==> src/rtl/l2_vec_seq_if.sv <==
// Sample-in / result-out handshake bundle for the L2-norm vector sequencer.
interface l2_vec_seq_if #(
   parameter int unsigned DATA_W = 8,
   parameter int unsigned ACC_W  = 20,
   parameter int unsigned CNT_W  = 3
);
   logic [DATA_W-1:0] a;
   logic              valid_in;
   logic              ready_in;
   logic              flush;
   logic [ACC_W-1:0]  f;
   logic              valid_out;
   logic              ready_out;
   logic              overflow;
   logic [CNT_W-1:0]  count;

   modport master (
      output a, valid_in, flush, ready_out,
      input  ready_in, f, valid_out, overflow, count
   );

   modport slave (
      input  a, valid_in, flush, ready_out,
      output ready_in, f, valid_out, overflow, count
   );
endinterface

==> src/rtl/l2_vec_seq.sv <==
// Frames unsigned samples into VEC_LEN vectors and emits one saturated
// sum of squares per vector through a ready/valid result handshake.
module l2_vec_seq #(
   parameter int unsigned VEC_LEN = 4,
   parameter int unsigned DATA_W  = 8,
   parameter int unsigned ACC_W   = 20,
   parameter int unsigned CNT_W   = $clog2(VEC_LEN + 1)
) (
   input  logic         clk,
   input  logic         reset,
   l2_vec_seq_if.slave  bus
);
   localparam int unsigned SQ_W  = 2 * DATA_W;
   localparam int unsigned SUM_W = ((ACC_W > SQ_W) ? ACC_W : SQ_W) + 1;

   typedef enum logic [0:0] {ST_ACCUM = 1'b0, ST_DONE = 1'b1} state_t;

   state_t            r_state;
   logic [ACC_W-1:0]  r_acc;
   logic [ACC_W-1:0]  r_f;
   logic [CNT_W-1:0]  r_cnt;
   logic              r_ovf;
   logic              r_ready_in;
   logic              r_valid_out;

   logic [SQ_W-1:0]   w_sq;
   logic [SUM_W-1:0]  w_sum;
   logic              w_sat;
   logic [ACC_W-1:0]  w_acc_nxt;
   logic              w_last;

   // Saturating square-accumulate; any carry above ACC_W bits clamps to all ones
   assign w_sq      = SQ_W'(bus.a) * SQ_W'(bus.a);
   assign w_sum     = SUM_W'(r_acc) + SUM_W'(w_sq);
   assign w_sat     = |w_sum[SUM_W-1:ACC_W];
   assign w_acc_nxt = w_sat ? {ACC_W{1'b1}} : w_sum[ACC_W-1:0];
   assign w_last    = (r_cnt == CNT_W'(VEC_LEN - 1));

   always_ff @(posedge clk) begin
      if (reset) begin
         r_state     <= ST_ACCUM;
         r_acc       <= '0;
         r_f         <= '0;
         r_cnt       <= '0;
         r_ovf       <= 1'b0;
         r_ready_in  <= 1'b1;
         r_valid_out <= 1'b0;
      end else if (bus.flush) begin
         // Flush wins over a same-cycle accept or result handshake; f is kept
         r_state     <= ST_ACCUM;
         r_acc       <= '0;
         r_cnt       <= '0;
         r_ovf       <= 1'b0;
         r_ready_in  <= 1'b1;
         r_valid_out <= 1'b0;
      end else if (r_state == ST_ACCUM) begin
         if (bus.valid_in) begin
            r_acc <= w_acc_nxt;
            r_ovf <= r_ovf | w_sat;
            r_cnt <= r_cnt + CNT_W'(1);
            if (w_last) begin
               r_f         <= w_acc_nxt;
               r_state     <= ST_DONE;
               r_ready_in  <= 1'b0;
               r_valid_out <= 1'b1;
            end
         end
      end else begin
         if (bus.ready_out) begin
            r_state     <= ST_ACCUM;
            r_acc       <= '0;
            r_cnt       <= '0;
            r_ovf       <= 1'b0;
            r_ready_in  <= 1'b1;
            r_valid_out <= 1'b0;
         end
      end
   end

   assign bus.ready_in  = r_ready_in;
   assign bus.valid_out = r_valid_out;
   assign bus.f         = r_f;
   assign bus.overflow  = r_ovf;
   assign bus.count     = r_cnt;
endmodule

==> src/flat_wrapper.sv <==
// flat-port wrapper written by rule: the top's interface ports become plain ports
module l2_vec_seq_flat 
#(
   parameter int unsigned VEC_LEN = 4,
   parameter int unsigned DATA_W  = 8,
   parameter int unsigned ACC_W   = 20,
   parameter int unsigned CNT_W   = $clog2(VEC_LEN + 1)
)
  (clk, reset, bus_a, bus_valid_in, bus_flush, bus_ready_out, bus_ready_in, bus_f, bus_valid_out, bus_overflow, bus_count);
  l2_vec_seq_if #(.DATA_W(DATA_W), .ACC_W(ACC_W), .CNT_W(CNT_W)) bus_i ();
  input  logic clk;
  input  logic reset;
  input wire logic [$bits(bus_i.a)-1:0] bus_a;
  input wire logic [$bits(bus_i.valid_in)-1:0] bus_valid_in;
  input wire logic [$bits(bus_i.flush)-1:0] bus_flush;
  input wire logic [$bits(bus_i.ready_out)-1:0] bus_ready_out;
  output wire logic [$bits(bus_i.ready_in)-1:0] bus_ready_in;
  output wire logic [$bits(bus_i.f)-1:0] bus_f;
  output wire logic [$bits(bus_i.valid_out)-1:0] bus_valid_out;
  output wire logic [$bits(bus_i.overflow)-1:0] bus_overflow;
  output wire logic [$bits(bus_i.count)-1:0] bus_count;
  assign bus_i.a = bus_a;
  assign bus_i.valid_in = bus_valid_in;
  assign bus_i.flush = bus_flush;
  assign bus_i.ready_out = bus_ready_out;
  assign bus_ready_in = bus_i.ready_in;
  assign bus_f = bus_i.f;
  assign bus_valid_out = bus_i.valid_out;
  assign bus_overflow = bus_i.overflow;
  assign bus_count = bus_i.count;
  l2_vec_seq #(.VEC_LEN(VEC_LEN), .DATA_W(DATA_W), .ACC_W(ACC_W), .CNT_W(CNT_W)) u_core (.clk(clk), .reset(reset), .bus(bus_i));
endmodule
==> config.mk <==
export PLATFORM = sky130hd
export DESIGN_NAME = l2_vec_seq_flat
export DESIGN_NICKNAME = d
export VERILOG_FILES = /design/src/rtl/l2_vec_seq_if.sv /design/src/rtl/l2_vec_seq.sv /design/src/flat_wrapper.sv
export SDC_FILE = /design/constraint.sdc
export NUM_CORES = 1
export LEC_CHECK = 0
export BUFFER_PORTS_ARGS = -buffer_cell sky130_fd_sc_hd__buf_2
export CAP_MARGIN = 20
export CORE_ASPECT_RATIO = 1.5
export CORE_UTILIZATION = 38
export CTS_BUF_LIST = sky130_fd_sc_hd__clkbuf_2 sky130_fd_sc_hd__clkbuf_4 sky130_fd_sc_hd__clkbuf_8
export DETAILED_ROUTE_END_ITERATION = 8
export GPL_TIMING_DRIVEN = 0
export PLACE_DENSITY = 0.57
export SYNTH_ARGS = -nofsm -noshare
export SYNTH_HDL_FRONTEND = slang
export SYNTH_SLANG_ARGS = --single-unit
==> constraint.sdc <==
create_clock -name clk -period 5.4 [get_ports clk]
set_input_delay 0.54 -clock clk [delete_from_list [all_inputs] [get_ports clk]]
set_output_delay 0.54 -clock clk [all_outputs]
set_load 0.02 [all_outputs]
==> results of run 1 <==
-- worst max path at each step --
stage / from / to / slack (ps) / cells after the start
final: bus_a[5] / u_core.bus.f[19] / 420 / 17
after detailed placement: bus_a[6] / u_core.bus.f[16] / 10 / 16
after global routing: bus_a[5] / u_core.bus.f[19] / 9 / 17
after floorplan: bus_a[5] / u_core.r_acc[16] / 600 / 17
after global placement: bus_a[6] / u_core.bus.f[17] / 50 / 16
after CTS: bus_a[6] / u_core.bus.f[16] / 310 / 16
-- state kept, by name, summed over array words and instances, names as in the netlist --
register,count
u_core.r_acc,20
u_core.r_state,1
u_core.bus.valid_out,1
u_core.bus.f,20
u_core.bus.ready_in,1
u_core.bus.count,3
u_core.bus.overflow,1
-- layout make-up --
class	instances	area, sq um
Clock buffer	5	68.8
Clock inverter	3	15.0
Fill cell	1111	5980
Tap cell	144	180
Timing Repair Buffer	39	200
Inverter	69	259
Buffer	18	92.6
Sequential cell	47	941
Multi-Input combinational cell	357	2860
-- stage by stage --
stage | area [sq um] | total power, mW | instances | hold WS [ps] | worst slack, ps
2_1_floorplan | 4150 | 1.54 | 491 | 416 | 598
3_3_place_gp | 4510 | 1.86 | 671 | 428 | 46.2
3_5_place_dp | 4510 | 1.89 | 671 | 436 | 10.3
4_1_cts | 4590 | 2.11 | 679 | 449 | 305
5_1_grt | 4610 | 2.35 | 682 | 482 | 8.95
6_report | 4610 | 2.09 | 682 | 446 | 416
-- power by group through the flow --
| stage | sequential, mW | clock, mW | combinational [mW] |
|---|---|---|---|
| final | 0.405 | 0.211 | 1.47 |
| after global routing | 0.408 | 0.228 | 1.71 |
| after CTS | 0.407 | 0.215 | 1.49 |
| after floorplan | 0.399 | 0 | 1.14 |
| after detailed placement | 0.415 | 0 | 1.47 |
| after global placement | 0.415 | 0 | 1.45 |
-- synthesized netlist by cell type, types with 2 or more instances --
cell type,number
buf_2,5
xor2_1,6
and2_1,20
a22oi_1,2
o21ai_0,25
a211oi_1,15
nor2b_1,5
o211ai_1,6
inv_1,69
clkbuf_1,10
ha_1,46
o31ai_1,2
nor3_1,20
a21o_1,4
o211a_1,2
a21oi_1,21
nand3_1,2
xnor2_1,14
a31oi_1,2
buf_6,2
fa_1,37
nand2_1,48
nand2b_1,2
dfxtp_1,47
and3_1,2
nor2_1,51
or2_2,3
-- critical path: cells and delay by family --
family	cells	cell delay (ps)
XOR/XNOR	2	340
AND/OR/NAND/NOR	1	160
adder cells (fa/ha/maj)	5	2170
AO/OA/AOI/OAI	5	1390
buffers and inverters	4	580
-- placed cells by master, fill, tap and decap left out, types with 3 or more instances in the layout --
cell,netlist,final
or2_2,3,3
xnor2_1,14,14
nor2b_1,5,5
ha_1,46,46
o211ai_1,6,6
nand2_1,48,48
a21oi_1,21,21
clkbuf_1,10,10
and2_1,20,20
nor3_1,20,20
a211oi_1,15,15
dfxtp_1,47,47
buf_2,5,42
buf_4,1,3
a21o_1,4,4
nor2_1,51,51
inv_1,69,69
clkbuf_8,0,5
clkinv_2,0,3
fa_1,37,37
o21ai_0,25,25
xor2_1,6,6
-- cells by family after synthesis --
kind of cell | Yosys count
XOR/XNOR | 20
adder cells (fa/ha/maj) | 83
flip-flops | 47
multiplexers | 1
AO/OA/AOI/OAI | 93
buffers and inverters | 87
AND/OR/NAND/NOR | 160
-- routing by layer --
metal  GRT usage [%]  routed length (um)
met2            38.5                5560
met5               0                   0
met1            21.6                3950
met4            6.56                 323
met3            2.47                 264
==> results.toml, run 1 <==
[power_and_ir_drop]
power_density_nw_per_um2 = 452
total_leakage_power_nw = 2.19
seqPwrFrac_pct = 19.4
netSwitchingFraction_pct = 50.4
internal_power_mw = 1.04
power.switching_mw = 1.05
max-vdd-ir-drop_mv = 0.271
pwr-share-comb_pct = 70.5
power_frac_clock_pct = 10.1

[sta]
finalHoldViolCount = 0
worst_slew_pin_slew_ps = 676
clock.fmax_mhz = 201
period_share_pct = 92.3
fin_tns_setup_ps = 0
clock_skew_ps = 8.67
setup_viol = 0
slew_viol_final = 0
post-route-min-period_ps = 4980
maxSlewHeadroom_pct = 54.8
rsz0062_at_grt = "no"

[min_path]
min_to = "u_core.r_acc[4]"
hold_path.class = "reg2reg"
hold_depth = 2
hold_start = "u_core.r_acc[4]"

[clocking]
clockBufferDepth = 2
cts_tree = "yes"
clk_pin_slew_worst_paths_ps = 90
cts_setup_buffers = 0
cts_hold_buf = 0
ctsHtreeMaxLevel = 2
clkSinkCount = 47
cts-resized-gates = 0
cts-root-buf = "clkbuf_8"
numCtsBuffers = 5
clock_latency_ps = 310

[worst_setup_path]
endpoint_kind = "flop"
crit_path_max_incr_delay_ps = 550
critical_path_class = "in2reg"
crit_fanout = 9
critPathLaunchType = "primary input"
cp_slowest_cell = "fa_1"
r2r.worst_path.cells = 15
path_cells = "clkbuf_1 -> inv_1 -> nor2_1 -> ha_1 -> xnor2_1 -> fa_1 -> fa_1 -> inv_1 -> fa_1 -> inv_1 -> ha_1 -> o211ai_1 -> o21ai_1 -> a31oi_1 -> o211ai_1 -> xnor2_1 -> a211oi_1"
timing.rr.start = "u_core.r_acc[7]"
required_ps = 5620
ff2ff_setup_slack_ps = 870
critPathArrivalTime_ps = 5200
r2r_end = "u_core.bus.f[19]"

[layout]
drive_above_1_share_pct = 12.1
fin_nets = 633
fin_util_pct = 43.6
syn_to_final_growth_pct = 11.2
antenna-diode-count = 0

[floorplanning]
fp.dieArea_sq_um = 11300
core_area_sq_um = 10600
die_h_um = 130
die_w_um = 87.3
io_pins = 39
placementRows = 46
start_util_pct = 39.2

[global_routing]
antenna_found_initial = 0
grt_pass1_wl_um = 17200
grt_max_degree = 15
grt-ovfl-total = 0
grtUsageTotal_pct = 19.8
grt_pass1_vias = 3630

[logic_synthesis]
synth-seq-cells = 47
synth_xor_xnor_area_share_pct = 4.22
synth_nets = 587
synth_edf_count = 0
synthCells = 491
ys_warn_count = 0
synth_top_family_by_area = "adder cells"
synth_ff_type = "dfxtp_1"
synth_area_sq_um = 4150
synthAdderAreaFrac_pct = 31.7
synthSimpleGateAreaFrac_pct = 17.9
synth_top_area_share_pct = 22.7
syn_area_per_cell_sq_um = 8.45
ys_types = 50
yosysTopAreaCell = "dfxtp_1"
synth_compound_area_share_pct = 14.8
synth.area.top_cells = "dfxtp_1 23%, fa_1 18%, ha_1 14%"
synthArstFlopShare_pct = 0
synth_mux_area_share_pct = 0.241
ys_seq_area_share_pct = 22.7

[placement]
place_hpwl_um = 8340
gp_congestion = 0.873
numPortBuffers = 36

[drt]
vias = 3441
drt_iter0_drc = 155
vias_per_cell = 5.05
postRouteAntennaNets = 0
wire_per_inst_um = 14.8
finalWirelength_um = 10100
drt-pass1-iter-count = 4
drc = 0

[run]
cap_violations = 0

[outcome]
status = "finished, final reports clean"
Note: power is estimated with default switching activity, not from simulation.
==> run 2: changes to the inputs <==
==> config.mk (replaced) <==
export PLATFORM = sky130hd
export DESIGN_NAME = l2_vec_seq_flat
export DESIGN_NICKNAME = d
export VERILOG_FILES = /design/src/rtl/l2_vec_seq_if.sv /design/src/rtl/l2_vec_seq.sv /design/src/flat_wrapper.sv
export SDC_FILE = /design/constraint.sdc
export NUM_CORES = 1
export LEC_CHECK = 0
export BUFFER_PORTS_ARGS = -buffer_cell sky130_fd_sc_hd__buf_4
export CAP_MARGIN = 20
export CORE_ASPECT_RATIO = 1.5
export CORE_UTILIZATION = 38
export CTS_BUF_LIST = sky130_fd_sc_hd__clkbuf_4
export DETAILED_ROUTE_END_ITERATION = 8
export GPL_TIMING_DRIVEN = 0
export PLACE_DENSITY = 0.57
export RECOVER_POWER = 100
export SYNTH_ARGS = -nofsm -noshare
export SYNTH_HDL_FRONTEND = slang
export SYNTH_SLANG_ARGS = --single-unit
==> results.toml, run 2 (synthesized netlist as in run 1, its figures left out) <==
[layout]
fin_nets = 630
syn_to_final_growth_pct = 10.1
antenna-diode-count = 0
num-fill-cells = 1134
finalNonFillerCells = 679
final_area_sq_um = 4570
layout_common_cells = "69 x inv_1, 51 x nor2_1, 48 x nand2_1"
drive_above_1_share_pct = 5.98
final_common_cell = "inv_1"

[sta]
rsz0062_at_grt = "no"
period_share_pct = 91.9
setup_viol = 0
maxSlewHeadroom_pct = 30.3
clock_skew_ps = 15.0
finalHoldViolCount = 0
clock.fmax_mhz = 202
fin_tns_setup_ps = 0
post-route-min-period_ps = 4960
slew_viol_final = 0
worst_slew_pin_slew_ps = 1040

[drt]
drt_iter0_drc = 98
drt-pass1-iter-count = 4
finalWirelength_um = 10000
wire_per_inst_um = 14.8
drc = 0
postRouteAntennaNets = 0
vias_per_cell = 4.99
vias = 3387

[placement]
place_hpwl_um = 8350
numPortBuffers = 36
dpl-instance-area_sq_um = 4600
gp_congestion = 0.870
dp.cells = 671

[clocking]
cts-root-buf = "clkbuf_4"
clkSinkCount = 47
cts_tree = "yes"
clockBufferDepth = 2
clk_pin_slew_worst_paths_ps = 130
cts-resized-gates = 0
numCtsBuffers = 5
ctsHtreeMaxLevel = 2
cts_hold_buf = 0
cts_setup_buffers = 0
clock_latency_ps = 380

[floorplanning]
placementRows = 46
die_w_um = 87.3
fp.dieArea_sq_um = 11300
start_util_pct = 39.2
die_h_um = 130
core_area_sq_um = 10600
io_pins = 39

[power_and_ir_drop]
internal_power_mw = 1.04
power_frac_clock_pct = 10.1
seqPwrFrac_pct = 19.4
power_density_nw_per_um2 = 457
power.switching_mw = 1.05
total_leakage_power_nw = 2.06
pwr-share-comb_pct = 70.5
max-vdd-ir-drop_mv = 0.244
netSwitchingFraction_pct = 50.2

[global_routing]
grtUsageTotal_pct = 19.4
grt_pass1_vias = 3582
antenna_found_initial = 0
grt-ovfl-total = 0
grt_pass1_wl_um = 16900
grt_max_degree = 15

[worst_setup_path]
required_ps = 5690
cp.depth = 16
crit_family = "adder cells"
endpoint_kind = "flop"
crit_path_max_incr_delay_ps = 540
cp_slowest_cell = "fa_1"
path_cells = "clkbuf_1 -> and2_1 -> fa_1 -> fa_1 -> fa_1 -> inv_1 -> fa_1 -> inv_1 -> ha_1 -> buf_2 -> a21oi_1 -> o21ai_0 -> a22oi_1 -> a211oi_4 -> nor2_1 -> a211oi_1"
critPathLaunchType = "primary input"
worst-path-buf-inv = 4
critical_path_class = "in2reg"
critPathArrivalTime_ps = 5250
crit_fanout = 10
r2r.worst_path.cells = 13
cpMostUsedCell = "fa_1"

[outcome]
status = "finished, final reports clean"

[min_path]
hold_depth = 3
hold_path.class = "in2reg"

[run]
cap_violations = 0
-- run 2: power groups by stage --
stage	clock (mW)	combinational, mW	sequential (mW)
5_1_grt	0.229	1.71	0.409
2_1_floorplan	0	1.14	0.399
3_5_place_dp	0	1.47	0.415
3_3_place_gp	0	1.45	0.414
4_1_cts	0.215	1.49	0.408
6_report	0.211	1.47	0.406
-- run 2: layout make-up --
cell class / count / area (sq um) / share of cell area, %
Multi-Input combinational cell: 357 / 2850 / 62.3
Sequential cell: 47 / 941 / 20.6
Inverter: 69 / 259 / 5.67
Tap cell: 144 / 180 / 3.95
Timing Repair Buffer: 36 / 173 / 3.78
Buffer: 18 / 91.3 / 2.00
Clock inverter: 3 / 38.8 / 0.849
Clock buffer: 5 / 37.5 / 0.822
-- run 2: worst min-delay path: cells and delay by family --
| family | cells | cell delay (ps) |
|---|---|---|
| buffers and inverters | 1 | 90 |
| and+or+nand+nor | 2 | 120 |
-- run 2: worst paths after layout --
kind	from	end	slack [ps]
setup / recovery	bus_a[6]	u_core.bus.f[17]	440
hold / removal	reset	u_core.bus.ready_in	410
setup reg to reg	u_core.r_acc[6]	u_core.bus.f[17]	740
hold reg to reg	u_core.r_acc[4]	u_core.r_acc[4]	450
-- run 2: per-stage QoR --
stage	power [mW]	util (%)	hold slack, ps	setup WS (ps)
floorplan	1.54	-	416	598
global placement	1.87	43.4	428	57.3
detailed placement	1.89	43.4	435	27.4
CTS	2.11	44.2	401	415
global route	2.34	43.1	405	9.21
finish	2.09	43.1	410	440
-- run 2: metal layers --
| metal | global-route usage (%) | vias up | part of all wire, % |
|---|---|---|---|
| met3 | 2.02 | 19 | 1.9 |
| li1 | - | 1706 | - |
| met2 | 38.3 | 43 | 55 |
| met4 | 6.85 | 0 | 3.1 |
| met1 | 20.9 | 1619 | 40 |
| met5 | 0 | - | 0 |
==> run 3: changes to the inputs <==
--- a/config.mk
+++ b/config.mk
@@ -9,7 +9,6 @@
 export CAP_MARGIN = 20
 export CORE_ASPECT_RATIO = 1.5
 export CORE_UTILIZATION = 38
-export CTS_BUF_LIST = sky130_fd_sc_hd__clkbuf_4
 export DETAILED_ROUTE_END_ITERATION = 8
 export GPL_TIMING_DRIVEN = 0
 export PLACE_DENSITY = 0.57
==> results.toml, run 3 (synthesized netlist as in run 1, its figures left out) <==
[clocking]
cts_hold_buf = 0
numCtsBuffers = 5
clock_latency_ps = 290
clk_pin_slew_worst_paths_ps = 60
cts-resized-gates = 0
ctsHtreeMaxLevel = 2
cts-root-buf = "clkbuf_16"
cts_tree = "yes"
clockBufferDepth = 2
clkSinkCount = 47
cts_setup_buffers = 0

[layout]
final_area_sq_um = 4690
drive_above_1_share_pct = 6.89
layout_common_cells = "69 x inv_1, 51 x nor2_1, 48 x nand2_1"
finalNonFillerCells = 681
antenna-diode-count = 0
syn_to_final_growth_pct = 13.0
final_common_cell = "inv_1"
fin_nets = 632

[drt]
finalWirelength_um = 10000
drt-pass1-iter-count = 4
vias_per_cell = 5.00
drc = 0
wire_per_inst_um = 14.7
drt_iter0_drc = 101
vias = 3404
postRouteAntennaNets = 0

[global_routing]
grt_pass1_vias = 3580
grt_pass1_wl_um = 16900
grtUsageTotal_pct = 19.4
grt_max_degree = 15
antenna_found_initial = 0
grt-ovfl-total = 0

[placement]
dp.cells = 671
numPortBuffers = 36
place_hpwl_um = 8350
dp_slack_ps = 27.4
dpl-instance-area_sq_um = 4600
gp_congestion = 0.870

[floorplanning]
fp.dieArea_sq_um = 11300
start_util_pct = 39.2
core_area_sq_um = 10600
die_h_um = 130
die_w_um = 87.3
placementRows = 46
io_pins = 39

[worst_setup_path]
cp_slowest_cell = "fa_1"
critPathArrivalTime_ps = 5140
critical_path_class = "in2reg"
ff2ff_setup_slack_ps = 900
path_cells = "clkbuf_1 -> inv_1 -> nor2_1 -> ha_1 -> xnor2_1 -> fa_1 -> fa_1 -> inv_1 -> fa_1 -> inv_1 -> ha_1 -> o211ai_1 -> o211a_1 -> o311ai_0 -> xor2_1 -> o21ai_0 -> a21oi_1"
crit_path_max_incr_delay_ps = 550
required_ps = 5620
endpoint_kind = "flop"
critPathLaunchType = "primary input"
crit_fanout = 9

[power_and_ir_drop]
power.switching_mw = 1.06
total_power_mw = 2.23
seqPwrFrac_pct = 18.2
netSwitchingFraction_pct = 47.3
pwr-share-comb_pct = 65.7
power_frac_clock_pct = 16.1
total_leakage_power_nw = 2.12
power_density_nw_per_um2 = 476
max-vdd-ir-drop_mv = 0.244
internal_power_mw = 1.18

[sta]
post-route-min-period_ps = 4920
period_share_pct = 91.1
clock.fmax_mhz = 203
slew_viol_final = 0
finalHoldViolCount = 0
setup_viol = 0
worst_slew_pin_slew_ps = 1040
clock_skew_ps = 7.10
fin_tns_setup_ps = 0
setup_ws_ps = 480
maxSlewHeadroom_pct = 30.0
rsz0062_at_grt = "no"

[min_path]
hold_path.class = "reg2reg"

[outcome]
status = "finished, final reports clean"

[run]
cap_violations = 0
==> run 3: worst paths after layout <==
| check | from | endpoint | cells after the start |
|---|---|---|---|
| worst max register to register | u_core.r_acc[7] | u_core.r_acc[15] | 15 |
| worst min register to register | u_core.r_acc[4] | u_core.r_acc[4] | 2 |
| worst max-delay path | bus_a[5] | u_core.r_acc[15] | 17 |
| worst min-delay path | u_core.r_acc[4] | u_core.r_acc[4] | 2 |
==> run 3: area by class of cell <==
cell class                      count  area, sq um
Buffer                             18         91.3
Clock buffer                        6          139
Clock inverter                      2         35.0
Fill cell                        1121         5900
Inverter                           69          259
Multi-Input combinational cell    357         2860
Sequential cell                    47          941
Tap cell                          144          180
Timing Repair Buffer               38          188
==> run 3: power by group through the flow <==
stage          registers (mW)  clock network, mW  logic (mW)
6_report                0.406              0.360        1.47
5_1_grt                 0.409              0.380        1.70
2_1_floorplan           0.399                  0        1.14
3_5_place_dp            0.415                  0        1.47
3_3_place_gp            0.414                  0        1.45
4_1_cts                 0.408              0.364        1.49
==> run 3: per-layer routing <==
layer  part of all wire, %  track usage, %
met2                    55            38.2
met4                   2.9            6.56
met5                     0               0
met3                   2.1            2.02
met1                    40            21.0
==> run 3: worst max-delay path: cells and delay by family <==
kind            cells  cell delay [ps]
fa+ha+maj           5             2180
compound gates      5             1180
xor+xnor            2              530
buf+inv             4              560
simple gates        1              160
==> run 3: stage by stage <==
stage	utilization (%)	hold slack, ps
after floorplan	-	416
after global placement	43.4	428
after detailed placement	43.4	435
after CTS	45.1	444
after global routing	44.3	461
final	44.3	440
